**config.mk**
```make
export PLATFORM = sky130hd
export DESIGN_NAME = pe_index_packer
export DESIGN_NICKNAME = d
export VERILOG_FILES = /design/src/rtl/pe_index_packer.sv
export SDC_FILE = /design/constraint.sdc
export NUM_CORES = 1
export LEC_CHECK = 0
export BUFFER_PORTS_ARGS = -buffer_cell sky130_fd_sc_hd__buf_2
export CAP_MARGIN = 5
export CORE_ASPECT_RATIO = 0.8
export CORE_MARGIN = 2
export CORE_UTILIZATION = 60
export CTS_BUF_LIST = sky130_fd_sc_hd__clkbuf_4 sky130_fd_sc_hd__clkbuf_8
export DETAILED_ROUTE_END_ITERATION = 12
export GPL_TIMING_DRIVEN = 1
export PLACE_DENSITY = 0.83
export SETUP_SLACK_MARGIN = 0.5
export SYNTH_ARGS = -nofsm -noshare
export SYNTH_HDL_FRONTEND = slang
export SYNTH_SLANG_ARGS = --single-unit
```
**constraint.sdc**
```tcl
create_clock -name clk_i -period 2.55 [get_ports clk_i]
set_input_delay 0 -clock clk_i [delete_from_list [all_inputs] [get_ports clk_i]]
set_output_delay 0 -clock clk_i [all_outputs]
set_load 0.01 [all_outputs]
```
**src/rtl/pe_index_packer.sv**
```systemverilog
`default_nettype none
// ============================================================================
// Module      : pe_index_packer
// Description : Converts the priority encoder's left/right one-hot masks into
//               binary indices, span, zero and error flags, and buffers the
//               results in a show-ahead FIFO with a valid/ready output.
// Revision    : 1.0 - initial release
// ============================================================================
module pe_index_packer #(
  parameter  int WIDTH = 16,
  parameter  int DEPTH = 4,
  localparam int IDX_W = $clog2(WIDTH),
  localparam int LVL_W = $clog2(DEPTH + 1)
) (
  input  logic             clk_i,
  input  logic             srst_i,
  input  logic [WIDTH-1:0] data_left_i,
  input  logic [WIDTH-1:0] data_right_i,
  input  logic             data_val_i,
  output logic [IDX_W-1:0] left_idx_o,
  output logic [IDX_W-1:0] right_idx_o,
  output logic [IDX_W-1:0] span_o,
  output logic             zero_o,
  output logic             err_o,
  output logic             val_o,
  input  logic             ready_i,
  output logic [LVL_W-1:0] level_o,
  output logic             overflow_o
);

  localparam int AW    = $clog2(DEPTH);
  localparam int PTR_W = AW + 1;
  // Entry layout: {left_idx, right_idx, span, zero, err}
  localparam int ENT_W = 3 * IDX_W + 2;

  // --------------------------------------------------------------------------
  // Stage 1: mask to index conversion
  // --------------------------------------------------------------------------
  logic [IDX_W-1:0] l_idx_d;
  logic [IDX_W-1:0] r_idx_d;
  logic [IDX_W-1:0] span_d;
  logic             zero_d;
  logic             err_d;
  logic             l_multi;
  logic             r_multi;
  logic             l_none;
  logic             r_none;

  logic             s1_val_q;
  logic [ENT_W-1:0] s1_ent_q;

  // Combinational conversion of the incoming masks into an entry
  always_comb begin
    l_idx_d = '0;
    r_idx_d = '0;
    // Each index is the OR of the positions of every set bit, so a malformed
    // multi-hot mask still yields a deterministic value.
    for (int i = 0; i < WIDTH; i++) begin
      if (data_left_i[i])  l_idx_d = l_idx_d | IDX_W'(i);
      if (data_right_i[i]) r_idx_d = r_idx_d | IDX_W'(i);
    end
    l_multi = |(data_left_i  & (data_left_i  - WIDTH'(1)));
    r_multi = |(data_right_i & (data_right_i - WIDTH'(1)));
    l_none  = (data_left_i  == '0);
    r_none  = (data_right_i == '0);
    zero_d  = l_none & r_none;
    err_d   = l_multi | r_multi | (l_none ^ r_none) | (l_idx_d < r_idx_d);
    span_d  = (err_d | zero_d) ? '0 : (l_idx_d - r_idx_d);
    if (zero_d) begin
      l_idx_d = '0;
      r_idx_d = '0;
    end
  end

  // Stage-1 register: captures a converted entry on every input strobe
  always_ff @(posedge clk_i) begin
    if (srst_i) begin
      s1_val_q <= 1'b0;
      s1_ent_q <= '0;
    end else begin
      s1_val_q <= data_val_i;
      if (data_val_i) begin
        s1_ent_q <= {l_idx_d, r_idx_d, span_d, zero_d, err_d};
      end
    end
  end

  // --------------------------------------------------------------------------
  // Stage 2: show-ahead FIFO
  // --------------------------------------------------------------------------
  logic [ENT_W-1:0] mem_q [DEPTH];
  logic [PTR_W-1:0] wr_ptr_q;
  logic [PTR_W-1:0] rd_ptr_q;
  logic             overflow_q;
  logic             empty;
  logic             full;
  logic             rd_en;
  logic             wr_en;
  logic [ENT_W-1:0] head;

  assign empty = (wr_ptr_q == rd_ptr_q);
  assign full  = (wr_ptr_q[AW] != rd_ptr_q[AW]) &&
                 (wr_ptr_q[AW-1:0] == rd_ptr_q[AW-1:0]);
  assign rd_en = ~empty & ready_i;
  // A full FIFO still accepts a write when the head leaves in the same cycle.
  assign wr_en = s1_val_q & (~full | rd_en);

  // FIFO storage, pointers and the sticky overflow flag
  always_ff @(posedge clk_i) begin
    if (srst_i) begin
      // Storage is cleared so the data outputs read zero right after reset.
      for (int i = 0; i < DEPTH; i++) begin
        mem_q[i] <= '0;
      end
      wr_ptr_q   <= '0;
      rd_ptr_q   <= '0;
      overflow_q <= 1'b0;
    end else begin
      if (wr_en) begin
        mem_q[wr_ptr_q[AW-1:0]] <= s1_ent_q;
        wr_ptr_q                <= wr_ptr_q + PTR_W'(1);
      end
      if (rd_en) begin
        rd_ptr_q <= rd_ptr_q + PTR_W'(1);
      end
      if (s1_val_q & ~wr_en) begin
        overflow_q <= 1'b1;
      end
    end
  end

  assign head = mem_q[rd_ptr_q[AW-1:0]];

  assign left_idx_o  = head[ENT_W-1 -: IDX_W];
  assign right_idx_o = head[2*IDX_W+1 -: IDX_W];
  assign span_o      = head[IDX_W+1 -: IDX_W];
  assign zero_o      = head[1];
  assign err_o       = head[0];
  assign val_o       = ~empty;
  assign level_o     = LVL_W'(wr_ptr_q - rd_ptr_q);
  assign overflow_o  = overflow_q;

endmodule
`default_nettype wire

```
* After elaboration in Yosys (flattened, before gate mapping)
Memories as Yosys holds them, arrays and structs flattened. A register that Yosys moved wholly into a read port is not among the register bits.
Index checks and enable logic that the tools add are counted.
** Word-level totals
- Flip-flop bits (word level) :: 22
- Memories :: 1
- Logic and storage cells :: 80
- RAM bits :: 56
** Operators by class
- Reduce and logical (&&, ||, !) cells :: 6
- Magnitude comparators :: 1
- Bitwise gates (word level) :: 15
- Muxes and demuxes :: 43
- Eq/ne operators :: 3
- Add/subtract/negate cells :: 6
** Memories
- mem_q :: words 4, bits a word 14, read ports 1, clocked after memory_dff 1, write ports 4, line 91 : logic [ENT_W-1:0] mem_q [DEPTH];
** Operators with widths (count)
- two-way mux 4 bit :: 19
- bitwise AND 16 bit :: 2
- zero test 16 bit :: 2
- OR reduction 16 bit :: 2
- subtractor 16 x 1 -> 16 bit (second input constant) :: 2
- two-way mux 3 bit :: 8
- two-way mux 14 bit :: 1
- two-way mux 2 bit :: 7
- OR reduction 14 bit :: 1
- two-way mux 1 bit :: 8
- adder 3 x 1 -> 3 bit (second input constant) :: 2
- OR 1 bit :: 5
- bitwise AND 1 bit :: 4
- less-than comparator 4 bit :: 1
- subtractor 4 bit :: 1
- == test 3 bit :: 1
- NOT 1 bit :: 3
- subtractor 3 bit :: 1
- == test 2 bit :: 1
- logical AND 1 bit :: 1
- inequality test 1 bit :: 1
- XOR 1 bit :: 1

* Longest topological paths before layout
Gate-level depths: netlist of run 1.
- Depth in word-level cells :: 19
- Mapped depth :: 11
- Depth with buffers taken out :: 11

* Worst setup path before layout of run 1
Ideal clock, no wire load.
- Path type :: input port to flip-flop
- From :: in data_right_i[3]
- To :: reg s1_ent_q[0]
- Path slack :: 434 ps
- Stages on the path :: 10
- Data required time :: 2419 ps
- Arrival :: 1985 ps
- Path through :: nor4_1 > nand3_1 > ha_1 > fa_1 > nor2b_1 > o21ai_0 > a2111oi_0 > and4_1 > nand4_1 > nor3b_1
** On the way
- Longest elaborated chain between the ends :: 15
- Elaborated cells between the ends (all ways) :: 22
** RTL lines
- from (decl) :: line 18 : input logic [WIDTH-1:0] data_right_i,
- two-way mux 2 bit :: line 60 : if (data_right_i[i]) r_idx_d = r_idx_d | IDX_W'(i);
- two-way mux 3 bit (4 in a row) :: line 60
- two-way mux 4 bit (8 in a row) :: line 60
- less-than comparator 4 bit :: line 67 : err_d = l_multi | r_multi | (l_none ^ r_none) | (l_idx_d < r_idx_d);
- OR 1 bit (*) :: line 67
- to (signal assigned) :: line 83 : s1_ent_q <= {l_idx_d, r_idx_d, span_d, zero_d, err_d};
- to (decl) :: line 50 : logic [ENT_W-1:0] s1_ent_q;
Every way passes the cells marked *; elsewhere a longest branch is shown, timed or not.
A chain may end at the register's enable or synchronous reset.

* Final worst setup path of run 1
- From :: in data_right_i[5]
- To :: reg s1_ent_q[0]
** On the way
- Longest elaborated chain between the ends :: 13
- Elaborated cells between the ends (all ways) :: 20
** RTL lines (line)
- two-way mux 3 bit (3 in a row) :: 60
- two-way mux 4 bit (8 in a row) :: 60
- less-than comparator 4 bit :: 67
- OR 1 bit (*) :: 67
Marked as above.

==> results of run 1 <==
[how the worst min path moves through the flow]
| stage | start | end | slack, ns |
|---|---|---|---|
| 3_5_place_dp | ready_i | rd_ptr_q[1]$_SDFFE_PP0P_ | 0.34 |
| 3_3_place_gp | ready_i | rd_ptr_q[1]$_SDFFE_PP0P_ | 0.33 |
| 6_report | data_right_i[7] | s1_ent_q[6]$_SDFFE_PP0P_ | 0.06 |
| 2_1_floorplan | data_val_i | s1_val_q$_SDFF_PP0_ | 0.15 |
| 4_1_cts | data_val_i | s1_val_q$_SDFF_PP0_ | 0.05 |
| 5_1_grt | data_right_i[7] | s1_ent_q[6]$_SDFFE_PP0P_ | 0.07 |
[routing by layer]
metal	track usage, %	routed length, um
met5	0	0
met4	5.00	63
met3	6.60	476
met2	38.8	4030
met1	33.2	3680
[power by group]
part	leakage (nW)	switching (mW)	internal (mW)
Combinational	0.959	0.232	0.193
Sequential	0.778	0.0372	1.44
Clock	0.0994	0.471	0.462
Total	1.84	0.740	2.10
[through the flow]
step,area (sq um),hold WS [ns],instances,total power [mW],util (%)
after CTS,4680,0.0528,493,2.85,72.2
after detailed placement,4440,0.345,476,1.93,68.6
after global placement,4440,0.330,476,1.91,68.6
final,4790,0.0607,496,2.84,73.9
after global routing,4790,0.0666,496,2.97,73.9
after floorplan,4070,0.155,344,1.76,-
[worst reg2reg max path, delay by kind of cell, from the launching register on]
family,cells,cell delay [ns]
adders and majority gates,1,0.32
buffers and inverters,1,0.07
DFF,1,0.40
and+or+nand+nor,5,0.85
[cell families (layout without fill, tap and decap cells)]
logic type               count (synthesis)  count (layout)  share of synthesized area, %
buffers and inverters                   22              90                          2.06
XOR/XNOR                                 8               8                          1.91
multiplexers                            16              16                          8.24
AND/OR/NAND/NOR                        164             164                          24.1
flip-flops                              80              80                          53.2
adder cells (fa/ha/maj)                 11              11                          3.75
AO/OA/AOI/OAI                           43              43                          6.74
[state kept, by name, summed over array words and instances, names as in the netlist, named ones only]
register	cells
s1_val_q	1
s1_ent_q	14
wr_ptr_q	3
overflow_o	1
mem_q	56
rd_ptr_q	3
[what timing repair did]
item                       in CTS  in global routing
hold buffers                    1                  0
setup endpoints to repair     113                117
resized for setup               6                 19
buffers inserted                0                  3
pin swaps                       0                  9
hold endpoints to repair        2                  0
[final cells by class]
| class | count | area [sq um] |
|---|---|---|
| Clock inverter | 7 | 78.8 |
| Multi-Input combinational cell | 242 | 1930 |
| Timing Repair Buffer | 63 | 347 |
| Fill cell | 437 | 1690 |
| Tap cell | 84 | 105 |
| Sequential cell | 80 | 2170 |
| Inverter | 11 | 41.3 |
| Clock buffer | 9 | 124 |
[synthesized netlist by cell type (7+ instances only)]
library cell | n | area (sq um)
mux4_2 | 14 | 315
clkbuf_1 | 9 | 33.8
ha_1 | 9 | 113
o21ai_0 | 7 | 35.0
inv_1 | 11 | 41.3
nor2_1 | 36 | 135
a21oi_1 | 16 | 80.1
nand3_1 | 13 | 65.1
nand2_1 | 14 | 52.6
edfxtp_1 | 56 | 1680
and2_1 | 56 | 350
dfxtp_1 | 24 | 480
nor2b_1 | 11 | 68.8
==> reports/metrics.yaml, run 1 <==
floorplanning:
  coreArea_sq_um: 6470
  rows: 26
  die-area_sq_um: 7460
  die_x_um: 96.1
  die-height_um: 77.6
  ioPinCount: 55
  start_util_pct: 62.8
yosys:
  async_reset_ff_share_pct: 0
  synth_area_sq_um: 4070
  synth_edf_count: 56
  yosys_register_bits: 80
  synth_cells: 344
  synth-main-ff-cell: "edfxtp_1"
  synth_fp_nets: 391
  synth.distinct_cells: 51
  yosysWarnings: 0
  avgSynthCellArea_sq_um: 11.8
  seq_area_frac_synth_pct: 53.2
worst_setup_path:
  worstPathRequired_ns: 2.76
  critical_path_class: "in -> reg"
  critical_path_arrival_ns: 2.22
  rrSetupSlack_ns: 0.58
  timing.rr.start: "wr_ptr_q[0]$_SDFFE_PP0P_"
  timing.rr.end: "mem_q[1][0]$_SDFFCE_PN0P_"
  crit_chain: "buf_2 -> nor4_4 -> nand3_2 -> ha_4 -> fa_2 -> nor2b_1 -> o21ai_1 -> a2111oi_0 -> and4_2 -> nand4_1 -> nor3b_1"
  path_delay_family: "simple AND/OR/NAND/NOR gates"
  endpoint: "s1_ent_q[0]$_SDFFE_PP0P_"
  worst-path-stages: 11
  r2r_cells: 7
  cp_slowest_cell: "fa_2"
  critPathMaxStageDelay_ns: 0.38
  worstPathBufferInverterCount: 1
  start_kind: "input port"
  setup.worst_path.end_class: "flip-flop"
  cp_max_fo: 4
  crit_path_start: "data_right_i[5]"
sta:
  max_freq_mhz: 497
  tns_ns: 0
  clock_skew_ns: 0.00894
  slew_violations: 0
  final.min_clock_period_ns: 2.01
  tightest_slew_ns: 0.735
  setup_viol: 0
  rsz0062_at_grt: "yes"
  hold_violations: 0
  max_slew_margin_pct: 50.9
  fin_ws_ns: 0.540
  final.period_utilization_pct: 78.8
grt:
  grt_start_max_net_pins: 29
  grt_pass1_wl_um: 13600
  grt_pass1_vias: 2751
  grt_overflow: 0
  grtUsageTotal_pct: 24.2
  antenna_found_initial: 0
placement:
  globalplace.congestion: 0.931
  dpl.hpwl_um: 5730
  port_buffers: 54
  pre_cts_ws_ns: 0.112
outcome:
  status: "completed"
worst_hold_path:
  whs_path_depth: 5
  hold_class: "in -> reg"
clocking:
  cts_max_level: 3
  path_clk_slew_ns: 0.07
  clk_latency_ns: 0.35
  cts_tree: "done"
  cts_sinks: 80
  clock_path_buffers: 2
  root_buffer: "clkbuf_8"
  cts_buffers: 9
routing:
  routedWlPerCell_um: 16.6
  vias_per_cell: 5.70
  dr.pass1.iters: 4
  ant_nets: 0
  route.detailed.drc: 0
  drtIter0Drc: 206
  num_vias: 2826
  routed_wl_um: 8250
finish:
  antenna_cells: 0
  final_cell_mix: "and2_1 (56), edfxtp_1 (56), buf_2 (53)"
  nets: 454
  drive_above_1_share_pct: 30.8
  syn_to_final_growth_pct: 17.7
flow_run:
  cap_violations: 0
power:
  ir_worst_vdd_mv: 0.379
  p_leak_nw: 1.84
  p_per_area_nw_per_um2: 593
(Power assumes the default switching activity.)
==> inputs of run 2 (changes only) <==
Settings changed: ABC_AREA set to 1, PLACE_DENSITY 0.83 to 0.82.
Clock period 2.55 ns to 1.95 ns, I/O delays scaled along.
==> run 2 against run 1 <==
The flow now finishes with violations (negative hold slack, negative setup slack). Sequential power rose by 34%. Clock power grew 33%. Synthesized area increased by 6.0%. Combinational power rose to 2.9 times the previous value. Global-route usage grew 7.4 points. Via count rose by 55%. Clock skew increased by 0.0027 ns. Die area up 5.7%. Final cell count up 51%. Critical endpoint is now mem_q[3][13]$_DFFE_PP_.
==> reports/metrics.yaml, run 2 <==
worst_setup_path:
  rrSetupSlack_ns: -0.06  # -0.64 ns
  cp_max_fo: 7  # +3
  timing.rr.end: "mem_q[3][13]$_DFFE_PP_"
  start_kind: "flip-flop"
  setup.worst_path.end_class: "flip-flop"
  worstPathRequired_ns: 2.02  # -0.74 ns
  critical_path_class: "reg -> reg"
  r2r_cells: 12  # +5
  timing.rr.start: "rd_ptr_q[1]$_SDFFE_PP0P_"
  critical_path_arrival_ns: 2.08  # -0.14 ns
power:
  p_per_area_nw_per_um2: 739  # +25%
  p_leak_nw: 2.51  # +37%
  switchingPower_mw: 1.39  # +88%
  power.share.switching_pct: 31.4  # +5.3 points
  p_comb_share_pct: 27.4  # +12 points
  internal_power_mw: 3.04  # +45%
  pwr-share-seq_pct: 44.6  # -7.6 points
  ir_worst_vdd_mv: 0.420  # +11%
  p_clk_share_pct: 28.0  # -4.9 points
placement:
  globalplace.congestion: 0.945  # +1.5%
  pre_cts_ws_ns: -0.183  # -0.295 ns
  dpl.hpwl_um: 7250  # +27%
  port_buffers: 54  # unchanged
grt:
  grt_pass1_vias: 4159  # +51%
  grt_overflow: 0  # unchanged
  grtUsageTotal_pct: 31.6  # +7.4 points
  grt_pass1_wl_um: 19400  # +43%
  grt_start_max_net_pins: 29  # unchanged
  antenna_found_initial: 0  # unchanged
outcome:
  violations: "negative hold slack, negative setup slack"
  status: "finished with violations"
sta:
  max_freq_mhz: 498
  hold_slack_ns: -0.0362  # -0.0969 ns
  clock_skew_ns: 0.0116  # +0.00270 ns
  slew_violations: 0  # unchanged
  hold_violations: 1  # +1
  final.period_utilization_pct: 103
  rsz0062_at_grt: "yes"
  fin_ws_ns: -0.0587  # -0.598 ns
  setup_viol: 51  # +51
  max_slew_margin_pct: 32.8  # -18 points
  tightest_slew_ns: 1.01  # +0.272 ns
  final.min_clock_period_ns: 2.01
routing:
  dr.pass1.iters: 7  # +3
  routed_wl_um: 14000  # +70%
  routedWlPerCell_um: 18.8  # +13%
  routed-wl-met2_um: 6990  # +74%
  wl_met3_um: 1350  # +180%
  route.detailed.drc: 0  # unchanged
  vias_per_cell: 5.86  # +2.8%
  top_layer: "met4"
  num_vias: 4382  # +55%
  drtIter0Drc: 459  # +120%
  ant_nets: 0  # unchanged
  wl_met1_um: 4810  # +31%
finish:
  drive_above_1_share_pct: 35.7  # +4.9 points
  largest-register: "mem_q"
  syn_to_final_growth_pct: 39.3
  largest_reg_flops: 56  # unchanged
  layout_commonest_cell: "nor2_1"
  antenna_cells: 0  # unchanged
  final_util_pct: 86.7  # +13 points
  nets: 703  # +55%
  final_cell_mix: "nor2_1 (118), nand2_1 (84), buf_4 (60)"
  nFillCells: 350  # -20%
  top_regs: "mem_q x56, s1_ent_q x14"
yosys:
  yosysWarnings: 0  # unchanged
  netlist_top_cells_count: "nor2_1 (127), nand2_1 (91), edfxtp_1 (56)"
  synth_area_sq_um: 4310  # +6.0%
  synth_fp_nets: 573  # +47%
  yosys_register_bits: 80  # unchanged
  synth.distinct_cells: 33  # -35%
  synth-main-ff-cell: "edfxtp_1"
  yosysTopAreaCell: "edfxtp_1"
  synth_edf_count: 56  # unchanged
  synth_cells: 526  # +53%
  avgSynthCellArea_sq_um: 8.20  # -31%
  synth.top_cell.area_share_pct: 39.0  # -2.3 points
  synth.area.top_cells: "edfxtp_1 (39%), dfxtp_1 (11%), nor2_1 (11%)"
  async_reset_ff_share_pct: 0  # unchanged
  synth_most_common_cell: "nor2_1"
  seq_area_frac_synth_pct: 50.1  # -3.0 points
clocking:
  clock_path_buffers: 2  # unchanged
  clk_latency_ns: 0.36  # about the same
  cts_sinks: 80  # unchanged
  cts_max_level: 3  # unchanged
  root_buffer: "clkbuf_8"
  cts_buffers: 9  # unchanged
  ctsHoldBuffers: 1  # unchanged
  path_clk_slew_ns: 0.08  # about the same
  cts_tree: "done"
flow_run:
  cap_violations: 0  # unchanged
floorplanning:
  die-height_um: 79.8  # +2.8%
  die_x_um: 98.8  # +2.8%
  coreArea_sq_um: 6930  # +7.0%
  start_util_pct: 62.3  # -0.58 points
  die-area_sq_um: 7880  # +5.7%
  ioPinCount: 55  # unchanged
  rows: 27  # +3.8%
worst_hold_path:
  min-delay-start: "ready_i"
  hold_class: "in -> reg"
  worst_hold_path.endpoint: "overflow_o$_SDFFE_PP0P_"
  whs_path_depth: 4  # -1
run 2: worst max-delay path by stage:
stage	startpoint	end	depth (start not counted)
after floorplan	wr_ptr_q[0]$_SDFFE_PP0P_	mem_q[3][0]$_DFFE_PP_	10
after global placement	data_left_i[12]	s1_ent_q[3]$_SDFFE_PP0P_	16
after detailed placement	data_right_i[10]	s1_ent_q[2]$_SDFFE_PP0P_	15
after CTS	wr_ptr_q[0]$_SDFFE_PP0P_	mem_q[3][6]$_DFFE_PP_	12
after global routing	data_left_i[9]	s1_ent_q[3]$_SDFFE_PP0P_	17
final	rd_ptr_q[1]$_SDFFE_PP0P_	mem_q[3][13]$_DFFE_PP_	12
run 2: repair_timing:
item,CTS,global route
gates cloned,4,3
endpoints found under the hold margin,2,1
resized for setup,41,50
pin swaps,12,5
setup endpoints to repair,136,141
setup buffers,12,8
run 2: cell type report:
| class | count | area [sq um] | share of cell area (%) |
|---|---|---|---|
| clock buffers | 9 | 124 | 2.06 |
| clock inverters | 7 | 78.8 | 1.31 |
| inverters | 59 | 230 | 3.83 |
| multi-input cells | 374 | 2170 | 36.2 |
| flip-flops and latches | 80 | 2180 | 36.3 |
| well taps | 87 | 109 | 1.81 |
| repair buffers | 132 | 1110 | 18.5 |
run 2: kinds of logic after synthesis:
family,share of synthesized area [%]
and+or+nand+nor,28.7
xor gates and xnor gates,0.610
DFF,50.1
buffers and inverters,7.11
AOI/OAI and AO/OA,9.87
adders and majority gates,3.54
run 2: power by group through the flow:
stage	clock [mW]	combinational, mW	sequential [mW]
final	1.24	1.22	1.98
after global routing	1.31	1.30	1.99
after CTS	1.24	1.03	1.96
after detailed placement	0	0.920	2.00
after global placement	0	0.889	1.99
after floorplan	0	0.547	1.99
run 2: layer usage:
metal | global-route usage (%) | up-vias
met5 | 0 | -
met4 | 13.7 | 0
met3 | 5.69 | 101
met2 | 57.2 | 357
met1 | 36.8 | 1938
li1 | - | 1986
run 2: critical path: stages, from the launching register on:
cell and delay [ns]:
dfxtp_2 0.36, inv_2 0.06, ha_4 0.27, nand2_4 0.05, nor3_4 0.17, nor2_4 0.05
inv_2 0.07, nor2_4 0.04, inv_4 0.12, nor2_8 0.05, nor3_4 0.19, buf_12 0.15
buf_12 0.13
run 2: stage by stage:
stage	instances	hold slack [ns]	cell area (sq um)	power, mW	TNS (ns)
floorplan	526	0.0959	4450	2.53	-2.06
global placement	704	0.231	5180	2.88	-0.231
detailed placement	704	0.241	5180	2.92	-1.15
CTS	737	-0.0526	5750	4.24	-0.00342
global route	748	-0.0203	6010	4.60	-5.75
finish	748	-0.0362	6010	4.44	-1.30
==> inputs of run 3 (changes only) <==
Settings changed: ABC_AREA 1 to not set, PLACE_DENSITY 0.82 to 0.83.
==> run 3 against run 2 <==
The run ends with negative setup slack left. Non-clock buffer count shrank 1. Clock power barely moved. Worst hold slack better by 0.080 ns. Power is 8.2% lower. First-iteration DRC count down 27%. Routed wire length is 19% lower. Setup slack better by 0.054 ns. Critical endpoint is now s1_ent_q[0]$_SDFFE_PP0P_.
==> reports/metrics.yaml, run 3 (same netlist as run 1, synthesis figures left out) <==
floorplanning:
  rows: 26  # -3.7%
  die-height_um: 77.6  # -2.7%
  die-area_sq_um: 7460  # -5.4%
  start_util_pct: 62.8  # +0.58 points
  ioPinCount: 55  # unchanged
  coreArea_sq_um: 6470  # -6.5%
  die_x_um: 96.1  # -2.8%
clocking:
  cts_tree: "done"
  path_clk_slew_ns: 0.09  # about the same
  cts_buffers: 9  # unchanged
  cts_sinks: 80  # unchanged
  clock_path_buffers: 2  # unchanged
  root_buffer: "clkbuf_8"
  cts_max_level: 3  # unchanged
  clk_latency_ns: 0.36  # about the same
worst_setup_path:
  critical_path_arrival_ns: 2.18  # +0.10 ns
  worstPathRequired_ns: 2.17  # +0.15 ns
  critical_path_class: "in -> reg"
  timing.rr.start: "wr_ptr_q[0]$_SDFFE_PP0P_"
  setup.worst_path.end_class: "flip-flop"
  cp_slowest_cell: "fa_2"
  cp_max_fo: 3  # -4
  path_delay_family: "simple AND/OR/NAND/NOR gates"
  crit_chain: "buf_8 -> nor4_4 -> nand3_2 -> ha_2 -> fa_2 -> nor2b_2 -> o21ai_2 -> a2111oi_2 -> and4_4 -> nand4_1 -> nor3b_2"
  crit_path_start: "data_right_i[3]"
  worstPathBufferInverterCount: 1  # -4
  critPathMaxStageDelay_ns: 0.37  # about the same
  start_kind: "input port"
sta:
  max_slew_margin_pct: 51.6  # +19 points
  hold_violations: 0  # -1
  rsz0062_at_grt: "yes"
  slew_violations: 0  # unchanged
  tightest_slew_ns: 0.724  # -0.282 ns
  clock_skew_ns: 0.0116  # -0.0000493 ns
  final.min_clock_period_ns: 1.95  # -0.0543 ns
  fin_ws_ns: -0.00435  # +0.0543 ns
  setup_viol: 1  # -98%
  max_freq_mhz: 512  # +2.8%
  final.period_utilization_pct: 100  # -2.8 points
power:
  p_leak_nw: 2.34  # -6.9%
  ir_worst_vdd_mv: 0.708  # +69%
  p_per_area_nw_per_um2: 704  # -4.8%
finish:
  layout_commonest_cell: "edfxtp_1"
  largest-register: "mem_q"
  final_util_pct: 89.5  # +2.7 points
  syn_to_final_growth_pct: 42.4
  top_regs: "mem_q x56, s1_ent_q x14"
  fin_cells: 565  # -24%
  largest_reg_flops: 56  # unchanged
  drive_above_1_share_pct: 55.3  # +20 points
  nets: 523  # -26%
  antenna_cells: 0  # unchanged
  final_cell_mix: "edfxtp_1 (56), buf_4 (55), and2_4 (42)"
placement:
  globalplace.congestion: 0.970  # +2.7%
  port_buffers: 54  # unchanged
  dpl.cell_count: 523  # -26%
  pre_cts_ws_ns: -0.362  # -0.180 ns
  dpl.hpwl_um: 6410  # -12%
worst_hold_path:
  hold_class: "in -> reg"
  min-delay-start: "ready_i"
grt:
  grt_overflow: 0  # unchanged
  grt_pass1_wl_um: 16300  # -16%
  antenna_found_initial: 0  # unchanged
  grt_pass1_vias: 3332  # -20%
  grtUsageTotal_pct: 29.2  # -2.4 points
  grt_start_max_net_pins: 29  # unchanged
routing:
  vias_per_cell: 6.09  # +4.0%
  num_vias: 3442  # -21%
  ant_nets: 0  # unchanged
  routed_wl_um: 11400  # -19%
  route.detailed.drc: 0  # unchanged
  routedWlPerCell_um: 20.1  # +7.4%
  dr.pass1.iters: 6  # -1
  drtIter0Drc: 334  # -27%
outcome:
  status: "finished with violations"
  violations: "negative setup slack"
flow_run:
  cap_violations: 0  # unchanged
-- run 3: per-stage QoR --
stage                     total power [mW]  hold slack, ns  instance area [sq um]   TNS, ns
after floorplan                       2.32           0.155                   4140   -0.0420
after global placement                2.57           0.332                   4860     -1.20
after detailed placement              2.59           0.335                   4860     -2.33
after CTS                             3.91          0.0266                   5350         0
after global routing                  4.22          0.0617                   5790   -0.0962
final                                 4.08          0.0435                   5790  -0.00435
-- run 3: path summary, 6_finish.rpt --
kind	end	slack, ns	cells after the start
max reg2reg	mem_q[2][9]$_SDFFCE_PN0P_	0.07	7
min reg2reg	overflow_o$_SDFFE_PP0P_	0.49	2
max	s1_ent_q[0]$_SDFFE_PP0P_	-0.004	11
min	flip-flop	0.04	4
-- run 3: area by class of cell --
| class | count | area [sq um] |
|---|---|---|
| Inverter | 11 | 43.8 |
| Tap cell | 84 | 105 |
| Sequential cell | 80 | 2180 |
| Timing Repair Buffer | 131 | 1100 |
| Clock inverter | 7 | 78.8 |
| Multi-Input combinational cell | 243 | 2160 |
| Clock buffer | 9 | 124 |
| Fill cell | 243 | 682 |
-- run 3: power by group --
part | leakage [nW] | switching [mW] | internal, mW | total (mW)
clock | 0.0994 | 0.660 | 0.605 | 1.26
combinational | 1.46 | 0.398 | 0.462 | 0.860
sequential | 0.782 | 0.0578 | 1.89 | 1.95
total | 2.34 | 1.12 | 2.96 | 4.08
-- run 3: what timing repair did --
item / 4_1_cts / 5_1_grt
hold endpoints to repair: 2 / 0
gates cloned: 3 / 1
setup endpoints to repair: 134 / 140
hold buffers: 1 / 0
buffers inserted: 15 / 6
pin swaps: 3 / 7
gates resized for setup: 25 / 103
-- run 3: routing by layer --
| metal | vias to the layer above | share of wire [%] | GRT usage (%) |
|---|---|---|---|
| li1 | 1521 | - | - |
| met1 | 1664 | 39 | 39.3 |
| met2 | 219 | 50 | 46.4 |
| met3 | 38 | 7.8 | 6.02 |
| met4 | 0 | 3.6 | 11.0 |
| met5 | - | 0 | 0 |
-- run 3: worst reg2reg max path, delay by kind of cell, from the launching register on --
kind,cells,cell delay [ns]
and+or+nand+nor,5,0.93
adders and majority gates,1,0.24
DFF,1,0.37
buffers and inverters,1,0.04
